## config.mk

```make
export PLATFORM = sky130hd
export DESIGN_NAME = sdmac_reg_access_flat
export DESIGN_NICKNAME = d
export VERILOG_FILES = /design/src/rtl/sdmac_reg_access_if.sv /design/src/rtl/sdmac_reg_access.sv /design/src/flat_wrapper.sv
export SDC_FILE = /design/constraint.sdc
export NUM_CORES = 1
export LEC_CHECK = 0
export ABC_AREA = 1
export CAP_MARGIN = 25
export CORE_MARGIN = 2
export CORE_UTILIZATION = 49
export DETAILED_ROUTE_END_ITERATION = 10
export GPL_TIMING_DRIVEN = 0
export PLACE_DENSITY_LB_ADDON = 0.08
export SLEW_MARGIN = 30
export SYNTH_ARGS = -nofsm -noshare
export SYNTH_HDL_FRONTEND = slang
export SYNTH_SLANG_ARGS = --single-unit
export TNS_END_PERCENT = 5
```

## constraint.sdc

```tcl
create_clock -name sclk -period 2.2 [get_ports sclk]
set_input_delay 0.33 -clock sclk [delete_from_list [all_inputs] [get_ports sclk]]
set_output_delay 0.33 -clock sclk [all_outputs]
set_load 0.05 [all_outputs]
```

## src/rtl/sdmac_reg_access_if.sv

```systemverilog
// Host-side register bus of the SDMAC: asynchronous strobes and offset in,
// registered enables, command pulses and DSACK termination out.
interface sdmac_reg_access_if;
    logic       as_n;
    logic       ds_n;
    logic       cs_n;
    logic       r_w;
    logic [3:0] addr;
    logic       cntr_ena_n;
    logic       wtc_sel;
    logic       istr_rd;
    logic       st_dma;
    logic       flush;
    logic       clr_int;
    logic       sp_dma;
    logic [1:0] dsack_n;
    logic       busy;

    modport slave (
        input  as_n, ds_n, cs_n, r_w, addr,
        output cntr_ena_n, wtc_sel, istr_rd, st_dma, flush, clr_int, sp_dma, dsack_n, busy
    );

    modport master (
        output as_n, ds_n, cs_n, r_w, addr,
        input  cntr_ena_n, wtc_sel, istr_rd, st_dma, flush, clr_int, sp_dma, dsack_n, busy
    );
endinterface

```

## src/rtl/sdmac_reg_access.sv

```systemverilog
// SDMAC register bus-cycle controller: strobe synchroniser, offset decode, enables,
// command pulses and 32-bit DSACK. Define REG_WAIT_STATE_EN to insert one wait cycle.
module sdmac_reg_access #(
    parameter int SYNC_STAGES = 2
) (
    input logic               sclk,
    input logic               rst_n,
    sdmac_reg_access_if.slave bus
);
    typedef enum logic [1:0] {
        IDLE   = 2'd0,
        DECODE = 2'd1,
        WAIT   = 2'd2,
        ACK    = 2'd3
    } state_t;

    // Offsets of the command strobes: index 0 st_dma, 1 flush, 2 clr_int, 3 sp_dma.
    localparam logic [15:0] STROBE_ADDRS = 16'hF654;

    logic [SYNC_STAGES-1:0] as_sync_reg;
    logic [SYNC_STAGES-1:0] ds_sync_reg;
    logic [SYNC_STAGES-1:0] cs_sync_reg;
    logic [SYNC_STAGES-1:0] sync_valid_reg;
    logic                   as_s;
    logic                   ds_s;
    logic                   cs_s;
    logic                   armed_reg;
    state_t                 state_reg;
    state_t                 state_next;
    logic [3:0]             addr_reg;
    logic                   rw_reg;
    logic                   start;
    logic                   acking;
    logic                   enter_ack;
    logic [1:0]             dsack_n_reg;
    logic                   cntr_ena_n_reg;
    logic                   wtc_sel_reg;
    logic                   istr_rd_reg;
    logic                   busy_reg;
    logic [3:0]             strobe_reg;

    assign as_s = as_sync_reg[SYNC_STAGES-1];
    assign ds_s = ds_sync_reg[SYNC_STAGES-1];
    assign cs_s = cs_sync_reg[SYNC_STAGES-1];

    // sync_valid_reg marks when the chains hold real samples, so the reset-time ones
    // in the synchroniser cannot arm a cycle while _AS is still held low.
    always_ff @(posedge sclk) begin
        if (!rst_n) begin
            as_sync_reg    <= '1;
            ds_sync_reg    <= '1;
            cs_sync_reg    <= '1;
            sync_valid_reg <= '0;
        end else begin
            as_sync_reg    <= {as_sync_reg[SYNC_STAGES-2:0], bus.as_n};
            ds_sync_reg    <= {ds_sync_reg[SYNC_STAGES-2:0], bus.ds_n};
            cs_sync_reg    <= {cs_sync_reg[SYNC_STAGES-2:0], bus.cs_n};
            sync_valid_reg <= {sync_valid_reg[SYNC_STAGES-2:0], 1'b1};
        end
    end

    assign start = (state_reg == IDLE) && !as_s && !cs_s && !ds_s && armed_reg;

    always_ff @(posedge sclk) begin
        if (!rst_n) begin
            armed_reg <= 1'b0;
        end else if (start) begin
            armed_reg <= 1'b0;
        end else if (as_s && sync_valid_reg[SYNC_STAGES-1]) begin
            armed_reg <= 1'b1;
        end
    end

    always_ff @(posedge sclk) begin
        if (!rst_n) begin
            state_reg <= IDLE;
            addr_reg  <= 4'h0;
            rw_reg    <= 1'b0;
        end else begin
            state_reg <= state_next;
            if (start) begin
                addr_reg <= bus.addr;
                rw_reg   <= bus.r_w;
            end
        end
    end

    always_comb begin
        state_next = state_reg;
        case (state_reg)
            IDLE: begin
                if (start) state_next = DECODE;
            end
            DECODE: begin
                if (as_s) begin
                    state_next = IDLE;
                end else begin
`ifdef REG_WAIT_STATE_EN
                    state_next = WAIT;
`else
                    state_next = ACK;
`endif
                end
            end
`ifdef REG_WAIT_STATE_EN
            WAIT: begin
                state_next = as_s ? IDLE : ACK;
            end
`endif
            ACK: begin
                if (as_s) state_next = IDLE;
            end
            default: state_next = IDLE;
        endcase
    end

    // Outputs are registered from the next state so they change on the same edge as the state.
    assign acking    = (state_next == ACK);
    assign enter_ack = acking && (state_reg != ACK);

    always_ff @(posedge sclk) begin
        if (!rst_n) begin
            dsack_n_reg    <= 2'b11;
            cntr_ena_n_reg <= 1'b1;
            wtc_sel_reg    <= 1'b0;
            istr_rd_reg    <= 1'b0;
            busy_reg       <= 1'b0;
        end else begin
            dsack_n_reg    <= acking ? 2'b00 : 2'b11;
            cntr_ena_n_reg <= !(acking && (addr_reg == 4'h2));
            wtc_sel_reg    <= acking && (addr_reg == 4'h1);
            istr_rd_reg    <= acking && (addr_reg == 4'h7) && rw_reg;
            busy_reg       <= (state_next != IDLE);
        end
    end

    for (genvar gi = 0; gi < 4; gi++) begin : g_strobe
        always_ff @(posedge sclk) begin
            if (!rst_n) begin
                strobe_reg[gi] <= 1'b0;
            end else begin
                strobe_reg[gi] <= enter_ack && (addr_reg == STROBE_ADDRS[gi*4 +: 4]);
            end
        end
    end

    assign bus.dsack_n    = dsack_n_reg;
    assign bus.cntr_ena_n = cntr_ena_n_reg;
    assign bus.wtc_sel    = wtc_sel_reg;
    assign bus.istr_rd    = istr_rd_reg;
    assign bus.busy       = busy_reg;
    assign bus.st_dma     = strobe_reg[0];
    assign bus.flush      = strobe_reg[1];
    assign bus.clr_int    = strobe_reg[2];
    assign bus.sp_dma     = strobe_reg[3];
endmodule

```

## src/flat_wrapper.sv

```systemverilog
// flat-port wrapper written by rule: the top's interface ports become plain ports
module sdmac_reg_access_flat 
#(
    parameter int SYNC_STAGES = 2
)
  (sclk, rst_n, bus_as_n, bus_ds_n, bus_cs_n, bus_r_w, bus_addr, bus_cntr_ena_n, bus_wtc_sel, bus_istr_rd, bus_st_dma, bus_flush, bus_clr_int, bus_sp_dma, bus_dsack_n, bus_busy);
  sdmac_reg_access_if bus_i ();
  input logic sclk;
  input logic rst_n;
  input wire logic [$bits(bus_i.as_n)-1:0] bus_as_n;
  input wire logic [$bits(bus_i.ds_n)-1:0] bus_ds_n;
  input wire logic [$bits(bus_i.cs_n)-1:0] bus_cs_n;
  input wire logic [$bits(bus_i.r_w)-1:0] bus_r_w;
  input wire logic [$bits(bus_i.addr)-1:0] bus_addr;
  output wire logic [$bits(bus_i.cntr_ena_n)-1:0] bus_cntr_ena_n;
  output wire logic [$bits(bus_i.wtc_sel)-1:0] bus_wtc_sel;
  output wire logic [$bits(bus_i.istr_rd)-1:0] bus_istr_rd;
  output wire logic [$bits(bus_i.st_dma)-1:0] bus_st_dma;
  output wire logic [$bits(bus_i.flush)-1:0] bus_flush;
  output wire logic [$bits(bus_i.clr_int)-1:0] bus_clr_int;
  output wire logic [$bits(bus_i.sp_dma)-1:0] bus_sp_dma;
  output wire logic [$bits(bus_i.dsack_n)-1:0] bus_dsack_n;
  output wire logic [$bits(bus_i.busy)-1:0] bus_busy;
  assign bus_i.as_n = bus_as_n;
  assign bus_i.ds_n = bus_ds_n;
  assign bus_i.cs_n = bus_cs_n;
  assign bus_i.r_w = bus_r_w;
  assign bus_i.addr = bus_addr;
  assign bus_cntr_ena_n = bus_i.cntr_ena_n;
  assign bus_wtc_sel = bus_i.wtc_sel;
  assign bus_istr_rd = bus_i.istr_rd;
  assign bus_st_dma = bus_i.st_dma;
  assign bus_flush = bus_i.flush;
  assign bus_clr_int = bus_i.clr_int;
  assign bus_sp_dma = bus_i.sp_dma;
  assign bus_dsack_n = bus_i.dsack_n;
  assign bus_busy = bus_i.busy;
  sdmac_reg_access #(.SYNC_STAGES(SYNC_STAGES)) u_core (.sclk(sclk), .rst_n(rst_n), .bus(bus_i));
endmodule
```

* Word level (Yosys, flattened, before mapping) *
Cells that the tools add are included.
Widths: inputs -> output; s select.

word-level totals
  input bits = 10
  word-level logic and storage cells = 57
  output and inout port bits = 10
  flip-flop bits (word level) = 26

operators by class
  equality and inequality tests = 11
  reduce and logical (&&, ||, !) cells = 21
  multiplexer cells = 6
  bitwise logic cells = 1

operator list
  operator            number
  $eq 4x3->1 const B  4
  $logic_and 1x1->1   14
  $mux 2              4
  $pmux 2 s3          1
  $eq 2x2->1 const B  2
  $eq 4x1->1 const B  1
  $eq 4x2->1 const B  1
  $eq 4x4->1 const B  1
  $logic_not 1->1     4
  $eq 2x1->1 const B  1
  $logic_not 2->1     1
  $ne 2x2->1 const B  1
  $reduce_bool 2->1   1
  $reduce_or 2->1     1
  $mux 1              1
  $not 1->1           1

* Depth between registers and ports, before layout *
  depth after elaboration = 10
  depth in mapped cells = 6
  depth with buffers taken out = 6

* Worst setup path after synthesis *
Ideal clock, no wire load.

  path type = register to output
  start point = reg, netlist name u_core.bus.dsack_n[0]
  end point = out bus_dsack_n[1]
  data arrival time = 894 ps
  stages on the path, launching flop included = 2
  path buffers = 1
  required time = 1,870 ps
  path slack = 976 ps
  cell sequence = dfxtp_1 buf_4

RTL lines
  item       line                text
  to (decl)  flat_wrapper.sv:22  output wire logic [$bits(bus_i.dsack_n)-1:0] bus_dsack_n;

==> results.cfg <==
[route]
drt_pass1_iterations = 4
wire_per_inst_um = 9.56
detail_route.drc_violations = 0
vias = 643
wl_um = 1300
antenna_violating_nets_post_route = 0
first_iter_violations = 6
avgViaCountPerCell = 4.73

[cells_and_area]
post_route_cells_drive_above_1_share = 0.117
finish.utilization = 0.690
area.growth.synth_to_final_pct = 28.8
largest_reg_flops = 4
finalNonFillerCells = 136
antenna-diode-count = 0
num-nets-final = 131

[setup_path]
worst_ep_arrival_time_ps = 1530
crit_slowest_cell = sky130_fd_sc_hd__clkdlybuf4s50_1
criticalPathCategory = flip-flop to output pin
cp_slowest_stage_delay_ps = 780
crit_path_start_kind = flip-flop
crit_path_end_kind = output pin
path_delay_family = buffers and inverters
cp_cell_sequence = buf_4, clkdlybuf4s50_1
crit_fanout = 2
worstPathBufferInverterCount = 2
critPathRequiredTime_ps = 1870

[flow_run]
maxCapViolations = 0

[floorplanning]
die_area_um2 = 2030
io-pin-count = 20
coreArea_um2 = 1540
starting_utilization_of_the_core_area = 0.536
placement_rows = 14
die_x_um = 45.1
fp.dieH_um = 45.1

[clock_tree]
insertion_delay_ps = 320
postCtsResizedCells = 0
cts_setup_buffers = 0
clk_pin_slew_worst_paths_ps = 130
cts-buffers-inserted = 3
root_buffer = sky130_fd_sc_hd__clkbuf_4
clock_path_buffers = 2
tritoncts_clock_tree = done
cts_num_sinks = 25
h-tree-depth = 1
hold_fix_buffers_at_cts = 0

[sta]
rsz0062_at_grt = false
max-slew-margin-rel = 0.672
final-hold-violation-count = 0
finalClockSkew_ps = 9.57
post-route-min-period_ps = 1860
setup_viol = 0
fmaxAchievable_ghz = 0.536
maxSlewViolCount = 0
setup-tns-final_ps = 0
final_cycle_share = 0.847
layout_setup_ws_ps = 336
worst-slew-pin-transition_ps = 491

[placement]
gpl.final_weighted_congestion = 0.739
numPortBuffers = 19
post_dp_hpwl_um = 1000
setup_slack_after_placement_ps = 682
place.detailed.instances = 132

[global_routing]
grt.busiest_layer = met2
maximum_number_of_pins_on_one_net_before_global_route_repair = 15
global_route.usage.total = 0.151
grt_pass1_vias = 547
antenna_found_initial = 0
grt.overflow.total = 0
first_pass_grt_wire_length_um = 2160
use_met3 = 0.0600
globalRouteMet1Util = 0.169
global_route.usage.met2 = 0.251

[logic_synthesis]
ys_types = 16
syn-cell-area_um2 = 826
syn_avg_cell_area_um2 = 8.51
synthesis.yosys.warnings = 0
portion_of_the_post_synthesis_area_used_by_sequential_elements = 0.606
ys_seq_elements = 25
synthCells = 97
postSynthNetCount = 107

[hold_path]
hp-class = flip-flop to flip-flop

[power]
irDropWorstVdd_v = 0.000441
leakagePower_nw = 0.476
pwr_density_cell_nw_per_um2 = 652

[run_status]
status = completed
-- cell families (layout without fill, tap and decap cells) --
family | after synthesis | count (layout) | share of synthesized area
AO/OA/AOI/OAI | 1 | 1 | 0.00605
AND/OR/NAND/NOR | 55 | 55 | 0.305
flip-flops | 25 | 25 | 0.606
buffers and inverters | 16 | 39 | 0.0833
-- where the power goes --
part	switching, mW	internal [mW]	total, mW
Sequential	0.00335	0.461	0.464
Clock	0.128	0.0680	0.196
Combinational	0.0136	0.0197	0.0333
Total	0.145	0.549	0.694
-- final timing paths --
path                               from               endpoint  slack (ps)  cells after the start
hold / removal    u_core.ds_sync_reg[0]  u_core.ds_sync_reg[1]         420                      2
setup reg to reg  u_core.as_sync_reg[1]        u_core.bus.busy        1230                      5
setup / recovery  u_core.bus.dsack_n[0]         bus_dsack_n[1]         340                      2
hold reg to reg   u_core.ds_sync_reg[0]  u_core.ds_sync_reg[1]         420                      2
-- tightest hold or removal path: cells and delay by family, from the launching register on --
family / cells / cell delay, ps
and+or+nand+nor: 1 / 40
buffers and inverters: 1 / 30
DFF: 1 / 330
-- cell usage in the layout, fill, tap and decap left out --
cell,synthesis,final
sky130_fd_sc_hd__buf_4,2,2
sky130_fd_sc_hd__or2_2,1,1
sky130_fd_sc_hd__buf_2,1,1
sky130_fd_sc_hd__nor2_2,2,2
sky130_fd_sc_hd__nand4_1,1,1
sky130_fd_sc_hd__nor2_1,11,11
sky130_fd_sc_hd__inv_2,1,1
sky130_fd_sc_hd__clkdlybuf4s50_1,0,19
sky130_fd_sc_hd__dfxtp_1,25,25
sky130_fd_sc_hd__clkinv_2,0,1
sky130_fd_sc_hd__nor3_2,1,1
sky130_fd_sc_hd__nand3_1,14,14
sky130_fd_sc_hd__nor3_1,1,1
sky130_fd_sc_hd__inv_1,12,12
sky130_fd_sc_hd__nand2_1,22,22
sky130_fd_sc_hd__nor2_4,1,1
sky130_fd_sc_hd__nand2_2,1,1
sky130_fd_sc_hd__a21oi_1,1,1
sky130_fd_sc_hd__clkbuf_4,0,3
-- cells in the mapped netlist --
library cell	number	area, µm²
sky130_fd_sc_hd__a21oi_1	1	5.00
sky130_fd_sc_hd__buf_2	1	5.00
sky130_fd_sc_hd__buf_4	2	15.0
sky130_fd_sc_hd__dfxtp_1	25	500
sky130_fd_sc_hd__inv_1	12	45.0
sky130_fd_sc_hd__inv_2	1	3.75
sky130_fd_sc_hd__nand2_1	22	82.6
sky130_fd_sc_hd__nand2_2	1	6.26
sky130_fd_sc_hd__nand3_1	14	70.1
sky130_fd_sc_hd__nand4_1	1	6.26
sky130_fd_sc_hd__nor2_1	11	41.3
sky130_fd_sc_hd__nor2_2	2	12.5
sky130_fd_sc_hd__nor2_4	1	11.3
sky130_fd_sc_hd__nor3_1	1	5.00
sky130_fd_sc_hd__nor3_2	1	10.0
sky130_fd_sc_hd__or2_2	1	6.26
-- area by class of cell --
cell class | count | area (µm²)
flip-flops and latches | 25 | 500
plain buffers | 3 | 20.0
repair buffers | 19 | 190
multi-input cells | 56 | 256
well taps | 16 | 20.0
inverters | 13 | 48.8
fillers | 148 | 478
clock inverters | 1 | 5.00
clock buffers | 3 | 22.5
-- metal layers --
metal	up-vias	part of all wire
li1	344	-
met1	280	0.47
met2	17	0.45
met3	2	0.068
met4	0	0.014
met5	-	0
-- stage by stage --
step / cell area, µm² / hold WS, ps / power, mW
5_1_grt: 1060 / 430 / 0.720
3_3_place_gp: 1040 / 383 / 0.506
6_report: 1060 / 418 / 0.694
4_1_cts: 1060 / 423 / 0.700
2_1_floorplan: 826 / 358 / 0.488
3_5_place_dp: 1040 / 391 / 0.508
No activity file was read; power rests on OpenSTA's default activity.
